`src/rtl/pump_controller.sv`:
```
// Tank fill-pump sequencer: dwell-time limited pump control with fill timeout,
// sensor-error persistence and latched faults cleared by operator acknowledge.
module pump_controller #(
  parameter int unsigned MIN_ON_MS      = 5000,
  parameter int unsigned MIN_OFF_MS     = 2000,
  parameter int unsigned MAX_FILL_MS    = 60000,
  parameter int unsigned ERR_PERSIST_MS = 50
) (
  input  logic       clk_100MHz,
  input  logic       reset,
  input  logic       clk_1kHz,
  input  logic       GOET,
  input  logic       LOET,
  input  logic       input_error,
  input  logic       ack_button,
  output logic       pump_on,
  output logic       alarm,
  output logic [1:0] fault_code,
  output logic [1:0] state
);

  localparam int unsigned CNT_W = 16;

  localparam logic [CNT_W-1:0] CNT_MAX   = {CNT_W{1'b1}};
  localparam logic [CNT_W-1:0] MIN_ON_C  = CNT_W'(MIN_ON_MS);
  localparam logic [CNT_W-1:0] MIN_OFF_C = CNT_W'(MIN_OFF_MS);
  localparam logic [CNT_W-1:0] MAX_FILL_C = CNT_W'(MAX_FILL_MS);
  localparam logic [CNT_W-1:0] ERR_C     = CNT_W'(ERR_PERSIST_MS);

  localparam logic [1:0] FC_NONE     = 2'b00;
  localparam logic [1:0] FC_SENSOR   = 2'b01;
  localparam logic [1:0] FC_TIMEOUT  = 2'b10;
  localparam logic [1:0] FC_CONFLICT = 2'b11;

  typedef enum logic [1:0] {
    ST_IDLE    = 2'b00,
    ST_FILLING = 2'b01,
    ST_FAULT   = 2'b10
  } state_e;

  state_e           state_q, state_d;
  logic [1:0]       fault_code_q, fault_code_d;
  logic [CNT_W-1:0] elapsed_q, elapsed_d;
  logic [CNT_W-1:0] err_cnt_q, err_cnt_d;
  logic             k_q, k_d;
  logic             tick_q, tick_d;
  logic             ack_prev_q, ack_prev_d;
  logic             ack_pending_q, ack_pending_d;
  logic             pump_on_q, pump_on_d;
  logic             alarm_q, alarm_d;

  logic [CNT_W-1:0] elapsed_inc;
  logic [CNT_W-1:0] err_inc;
  logic             ack_seen;
  logic             conflict;
  logic             fault_hit;
  logic [1:0]       fault_sel;

  // Next-state, counters and registered output decode
  always_comb begin
    k_d           = clk_1kHz;
    tick_d        = clk_1kHz & ~k_q;
    ack_prev_d    = ack_button;
    ack_seen      = ack_pending_q | (ack_button & ~ack_prev_q);
    conflict      = GOET & LOET;
    elapsed_inc   = (elapsed_q == CNT_MAX) ? elapsed_q : elapsed_q + CNT_W'(1);
    err_inc       = (err_cnt_q == CNT_MAX) ? err_cnt_q : err_cnt_q + CNT_W'(1);

    state_d       = state_q;
    fault_code_d  = fault_code_q;
    elapsed_d     = elapsed_q;
    err_cnt_d     = err_cnt_q;
    ack_pending_d = ack_seen;
    fault_hit     = 1'b0;
    fault_sel     = FC_NONE;

    // Fault priority: sensor error, then threshold conflict, then fill timeout
    if (input_error && (err_inc >= ERR_C)) begin
      fault_hit = 1'b1;
      fault_sel = FC_SENSOR;
    end else if (conflict) begin
      fault_hit = 1'b1;
      fault_sel = FC_CONFLICT;
    end else if ((state_q == ST_FILLING) && (elapsed_inc >= MAX_FILL_C) && !GOET) begin
      fault_hit = 1'b1;
      fault_sel = FC_TIMEOUT;
    end

    if (tick_q) begin
      elapsed_d     = elapsed_inc;
      err_cnt_d     = input_error ? err_inc : '0;
      ack_pending_d = 1'b0;
      unique case (state_q)
        ST_IDLE: begin
          if (fault_hit) begin
            state_d      = ST_FAULT;
            fault_code_d = fault_sel;
          end else if (LOET && !GOET && (elapsed_inc >= MIN_OFF_C)) begin
            state_d = ST_FILLING;
          end
        end
        ST_FILLING: begin
          if (fault_hit) begin
            state_d      = ST_FAULT;
            fault_code_d = fault_sel;
          end else if (GOET && !LOET && (elapsed_inc >= MIN_ON_C)) begin
            state_d = ST_IDLE;
          end
        end
        ST_FAULT: begin
          if (ack_seen && !input_error && !conflict) begin
            state_d      = ST_IDLE;
            fault_code_d = FC_NONE;
          end
        end
        default: begin
          state_d      = ST_IDLE;
          fault_code_d = FC_NONE;
        end
      endcase
      if (state_d != state_q) begin
        elapsed_d = '0;
      end
    end

    pump_on_d = (state_d == ST_FILLING);
    alarm_d   = (state_d == ST_FAULT);
  end

  always_ff @(posedge clk_100MHz) begin
    if (reset) begin
      state_q       <= ST_IDLE;
      fault_code_q  <= FC_NONE;
      elapsed_q     <= '0;
      err_cnt_q     <= '0;
      k_q           <= 1'b0;
      tick_q        <= 1'b0;
      ack_prev_q    <= 1'b0;
      ack_pending_q <= 1'b0;
      pump_on_q     <= 1'b0;
      alarm_q       <= 1'b0;
    end else begin
      state_q       <= state_d;
      fault_code_q  <= fault_code_d;
      elapsed_q     <= elapsed_d;
      err_cnt_q     <= err_cnt_d;
      k_q           <= k_d;
      tick_q        <= tick_d;
      ack_prev_q    <= ack_prev_d;
      ack_pending_q <= ack_pending_d;
      pump_on_q     <= pump_on_d;
      alarm_q       <= alarm_d;
    end
  end

  assign pump_on    = pump_on_q;
  assign alarm      = alarm_q;
  assign fault_code = fault_code_q;
  assign state      = state_q;

endmodule

```
`config.mk`:
```
export PLATFORM = sky130hd
export DESIGN_NAME = pump_controller
export DESIGN_NICKNAME = d
export VERILOG_FILES = /design/src/rtl/pump_controller.sv
export SDC_FILE = /design/constraint.sdc
export NUM_CORES = 1
export LEC_CHECK = 0
export BUFFER_PORTS_ARGS = -buffer_cell sky130_fd_sc_hd__buf_2
export CAP_MARGIN = 20
export CORE_MARGIN = 2
export CORE_UTILIZATION = 56
export CTS_CLUSTER_DIAMETER = 120
export DETAILED_ROUTE_END_ITERATION = 10
export PLACE_DENSITY = 0.86
export SLEW_MARGIN = 20
export SYNTH_ARGS = -nofsm -noshare
export SYNTH_HDL_FRONTEND = slang
export SYNTH_SLANG_ARGS = --single-unit
```
`constraint.sdc`:
```
create_clock -name clk_100MHz -period 3.4 [get_ports clk_100MHz]
set_input_delay 0.34 -clock clk_100MHz [delete_from_list [all_inputs] [get_ports clk_100MHz]]
set_output_delay 0.34 -clock clk_100MHz [all_outputs]
set_load 0.05 [all_outputs]
```
# --- Word level (Yosys, flattened, before mapping) ---
# Index checks and enable logic that the tools add are counted.
word_totals:
  latch_bits: 0
  out_inout_bits: 6
  input_bits: 7
  wordCells: 69
  register_bits: 42
  mem_bits_ro: 0
  ramBits: 0
  mem_count: 0
classes:
  n_mux: 21
  bitwise: 6
  n_eq_ne: 9
  n_addsub: 2
  shifts: 0
  n_lt_le_gt_ge: 4
  reduce_logical: 17
  div_mod_pow: 0
  n_mul: 0
ops:
  columns: ["cell", "count"]
  rows:
  - ["16-bit 2-to-1 mux", 4]
  - ["16-bit by 1-bit adder with 16-bit output, second input constant", 2]
  - ["16-bit == test, second input constant", 2]
  - ["2-bit 2-to-1 mux", 12]
  - ["16-bit by 11-bit >= comparator with 1-bit output, second input constant", 1]
  - ["16-bit by 13-bit >= comparator with 1-bit output, second input constant", 1]
  - ["16-bit >= comparator, second input constant", 1]
  - ["16-bit by 6-bit >= comparator with 1-bit output, second input constant", 1]
  - ["1-bit logical AND", 9]
  - ["2-bit case mux with 3 select lines", 1]
  - ["2-bit by 1-bit == test with 1-bit output, second input constant", 2]
  - ["2-bit == test, second input constant", 2]
  - ["1-bit zero test", 4]
  - ["2-bit case mux with 2 select lines", 1]
  - ["2-bit OR reduction", 2]
  - ["1-bit bitwise AND", 3]
  - ["1-bit 2-to-1 mux", 3]
  - ["3-bit AND reduction", 1]
  - ["2-bit zero test", 1]
  - ["2-bit by 1-bit != test with 1-bit output, second input constant", 1]
  - ["2-bit != test", 1]
  - ["2-bit != test, second input constant", 1]
  - ["1-bit NOT", 2]
  - ["1-bit bitwise OR", 1]

# --- Logic depth before layout (Yosys ltp) ---
depth:
  word_depth: 13
  depth_mapped: 12
  depth_no_buf: 10

# --- Worst setup path after synthesis ---
# OpenSTA, ideal clock, no wires.
synth_path:
  kind: "register to register"
  start: "register elapsed_q[0]"
  end: "register elapsed_q[10]"
  synth_period_minus_slack_ps: 3150
  t_required_ps: 3272
  path_buffers: 1
  arrival_ps: 3022
  setup_ps: 128
  path_stages_with_launch: 12
  path_slack_ps: 250
  cell_sequence: "dfxtp_1 ha_1 nand4_2 nor3_2 mux2_2 or4_1 o2111ai_2 nand4b_4 a2bb2oi_4 buf_6 a32oi_1 nor2_1"
synth_via:
  elab_chain_len: 13
synth_lines:
  columns: ["item", "line_no", "rtl"]
  rows:
  - ["from (decl)", "43", "logic [CNT_W-1:0] elapsed_q, elapsed_d;"]
  - ["from (signal assigned)", "145", "elapsed_q <= elapsed_d;"]
  - ["16-bit by 1-bit adder with 16-bit output / 16-bit == test (equally long branches)", "66", "elapsed_inc = (elapsed_q == CNT_MAX) ? elapsed_q : elapsed_q + CNT_W'(1);"]
  - ["16-bit 2-to-1 mux (*)", "66", null]
  - ["16-bit >= comparator", "84", "end else if ((state_q == ST_FILLING) && (elapsed_inc >= MAX_FILL_C) && !GOET) begin"]
  - ["1-bit logical AND (2 in a row)", "84", null]
  - ["1-bit 2-to-1 mux", "84", null]
  - ["1-bit 2-to-1 mux", "81", "end else if (conflict) begin"]
  - ["1-bit 2-to-1 mux", "78", "if (input_error && (err_inc >= ERR_C)) begin"]
  - ["2-bit 2-to-1 mux (on tied branches)", "103, 95", null]
  - ["2-bit case mux with 3 select lines", "93", "unique case (state_q)"]
  - ["2-bit 2-to-1 mux", "89", "if (tick_q) begin"]
  - ["2-bit != test", "121", "if (state_d != state_q) begin"]
  - ["16-bit 2-to-1 mux (*)", "121", null]
# Mark *: on every way between the ends. The rest lies on a longest branch, timed or not. The select of a mux whose other input is x is not followed.
# A chain may end at the register's enable or synchronous reset.

# --- Worst setup path after layout ---
layout_path:
  start: "register elapsed_q[0]"
  end: "register elapsed_q[8]"
# Same word-level chain as after synthesis.

==> results by stage <==
Outcome:
- The run finished with clean final reports.

Synth:
- The post-synthesis async set-or-reset flop share is 0%.
- Counting flops with a built-in enable in the synthesized netlist gives 0.
- The net count after synthesis is 405.
- During synthesis, Yosys emitted a total of 0 warnings.
- After synthesis the cells add up to 0.003000 mm^2.
- Among all flip-flop cells after synthesis, the most frequent one is dfxtp_1.
- Synthesis produced a netlist whose cell count is 396.
- The number of different library cells used by synthesis comes to 69.
- The mean instance size in the synthesized netlist is 7.577 um^2.
- Synthesis inferred 42 register bits.
- The sequential area share after synthesis is 28.02%.

Power and ir drop:
- The total power draw is 926.9 uW.
- IR analysis of the VDD net gives a maximum drop of 296.4 uV.
- The power density normalized to cell area is 289.8 mW/mm^2.
- In this run the static leakage power is 1.086 nW.

GRT:
- For this run, global-route usage on met2 was measured as 42.17%.
- The largest net degree at the start of global routing is 37.
- The first global-routing pass estimated 12760 um of wire.
- Global routing consumed, over all layers together, 25.67% of the routing resources.
- The most congested layer reported by global routing is met2.
- The number of antenna violations at the first check in global routing is 0.
- The met1 layer usage reported by global route is 35.11%.
- The number of global-route vias before repair is 2741.
- The routing usage on met3 is 3.765%.
- The aggregate global routing overflow is 0.

Timing:
- The post-route clock period utilization is 93.71%.
- The relative slew slack is 51.42%.
- For the final routed database, the setup TNS stands at 0 ps.
- The highest clock frequency the design can meet is 313.9 MHz.
- The number of hold violations in the final report came to 0.
- The shortest period the worst path allows is 3186 ps.
- Setup violations remaining at the end of the flow were counted as 0.
- Setup repair after global routing left no endpoint under its margin.
- The clock tree skew after final layout is 13.81 ps.
- The number of slew-limit violations in the final report was 0.
- The final critical-path setup slack is 214.0 ps.
- For the pin with the worst max-slew slack, the measured transition is 727.9 ps.

Worst setup path:
- The category of the worst setup path launch point is a register.
- STA puts the critical path data required time at 3630 ps.
- The kind of critical path is register to register.
- The start of the worst register-to-register path is elapsed_q[0]$_SDFFE_PP0P_.
- The highest fanout seen on the critical path is 8.
- The critical path data arrival time is 3420 ps.
- STA classifies the critical path endpoint as a register.
- The critical path starts at elapsed_q[0]$_SDFFE_PP0P_.

Finish:
- The share of cells above drive strength 1 is 15.00%.
- The total inserted antenna cells is 0.
- For this run, the post-layout net count is 408.
- From synthesis to final layout, the design area changed by 6.589%.
- The number of fillers in the final layout is 446.

Hold path:
- The min-delay analysis places its worst path in the category input pin to register.
- The source of the worst hold timing path is ack_button.

Floorplanning:
- The floorplan die area is 0.005959 mm^2.
- The vertical die dimension is 77.20 um.
- In this run the core area contains 26 standard-cell rows.
- The standard cell core area is 0.005140 mm^2.
- The number of top-level pins is 13.
- Once the floorplan was initialized, standard cells occupied 58.37% of the core.
- In this run the horizontal extent of the chip is 77.20 um.

Placement:
- The congestion estimate from routability-driven global placement came to 1.028.
- OpenSTA, run right after detailed placement, puts the worst setup slack at 186.3 ps.
- The sum of net half-perimeters after detailed placement is 5245 um.
- The number of input and output port buffers inserted is 12.

Clocking:
- After clock tree synthesis, the clock-pin slew on the worst setup and hold paths is 90 ps.
- The maximum level of the CTS H-tree is 2.
- The clock latency on the worst-skew pair is 310 ps.
- The CTS tree is done.
- Hold repair after CTS inserted 0 buffers.
- The TritonCTS buffer count is 5.
- The clock root buffer is clkbuf_8.
- The TritonCTS sink count is 42.
- The clock passes through at most 2 buffers.

Routing:
- In this run, the number of DRC markers left after iteration 0 of detailed routing was 314.
- The remaining design rule violation count is 0.
- The number of iterations in the first detailed-routing pass is 6.
- The total length of routed wires is 7402 um.
- The wire length per cell is 15.75 um.
- The via total after detailed routing is 3090.
- The detail route stage leaves a number of antenna-violating nets equal to 0.
- The average vias per placed instance is 6.574.

Flow run:
- The tool flagged a number of max-cap violations equal to 0.
## metrics by stage
stage | instances | utilization (%) | hold slack (ps) | instance area (um^2)
floorplan | 396 | - | 367.4 | 3000
global placement | 462 | 60.20 | 375.4 | 3094
detailed placement | 462 | 60.20 | 380.3 | 3094
CTS | 470 | 61.95 | 269.9 | 3184
global route | 470 | 62.22 | 284.0 | 3198
finish | 470 | 62.22 | 268.9 | 3198
## cells in the final DEF, fill, tap and decap left out, types with 5 or more instances in the layout
master,n
nor3_1,17
nand4_1,12
a31oi_1,11
nor3b_1,5
buf_2,12
a21oi_1,25
and2_1,7
nor4_1,9
o21ai_0,30
and3_1,6
a41oi_1,5
dfxtp_1,38
inv_1,10
nand3_1,19
buf_4,14
clkbuf_8,5
nand2_1,51
nor2_1,23
nor2b_1,7
o211ai_1,7
## where the power goes
group | internal [mW] | switching, mW | total, mW
Sequential | 0.499 | 0.00626 | 0.505
Clock | 0.144 | 0.188 | 0.332
Combinational | 0.0292 | 0.0600 | 0.0891
## worst max-delay path, cell delays in order (launching register included)
cell	delay [ps]
dfxtp_2	420
ha_1	210
nand4_2	160
nor3_2	200
mux2_2	410
or4_1	560
o2111ai_2	170
nand4b_4	190
o21ai_4	320
buf_4	210
nand4_1	100
a21oi_1	160
## sequential cells by signal, summed over array words and instances (netlist names)
name / count
ack_pending_q: 1
fault_code: 2
tick_q: 1
alarm: 1
err_cnt_q: 16
k_q: 1
pump_on: 1
ack_prev_q: 1
elapsed_q: 16
state: 2
## worst paths after layout
kind,endpoint,slack (ps),cells after the start
max,elapsed_q[8]$_SDFFE_PP0P_,210,11
min,ack_prev_q$_SDFF_PP0_,270,2
max reg2reg,elapsed_q[8]$_SDFFE_PP0P_,210,11
min reg2reg,tick_q$_SDFF_PP0_,390,1
## layer usage
layer | wire length, um | part of all wire (%) | vias to the layer above
met4 | 99 | 1.3 | 0
met1 | 3269 | 44 | 1427
met2 | 3453 | 47 | 152
met5 | 0 | 0 | -
met3 | 579 | 7.8 | 13
li1 | - | - | 1498
## cell usage after synthesis (all sizes together) (5+ instances only)
| cell | instances | share of area (%) |
|---|---|---|
| nand2 | 51 | 6.4 |
| dfxtp | 42 | 28 |
| o21ai | 31 | 5.5 |
| a21oi | 25 | 4.2 |
| nor2 | 23 | 2.9 |
| nand3 | 20 | 3.5 |
| nor3 | 18 | 3.2 |
| buf | 16 | 3.5 |
| clkbuf | 14 | 1.8 |
| nand4 | 14 | 3.6 |
| a31oi | 11 | 2.3 |
| nor4 | 11 | 2.5 |
| inv | 10 | 1.3 |
| and2 | 7 | 1.5 |
| nor2b | 7 | 1.5 |
| o211ai | 7 | 1.8 |
| and3 | 6 | 1.3 |
| a41oi | 5 | 1.5 |
| nor3b | 5 | 1.3 |
| o31ai | 5 | 1.7 |
| or4 | 5 | 1.4 |
## layout make-up
class                   count  area, um^2  area share [%]
clock inverters             3       21.27          0.6651
flip-flops and latches     42       845.8           26.45
multi-input cells         314        1972           61.66
well taps                  70       87.58           2.739
repair buffers             26       165.2           5.164
inverters                  10       37.54           1.174
clock buffers               5       68.82           2.152
## cell families after synthesis
logic type	share of synthesized area, %
AOI/OAI and AO/OA	26.32
xor gates and xnor gates	2.043
adders and majority gates	0.8339
buffers and inverters	6.547
muxes	2.085
DFF	28.02
and+or+nand+nor	34.15
## what timing repair did
| item | in CTS | in global routing |
|---|---|---|
| buffers inserted | 0 | 0 |
| resized for setup | 0 | 6 |
| setup endpoints to repair | 0 | 11 |
Power figures use the tool's default switching activity.
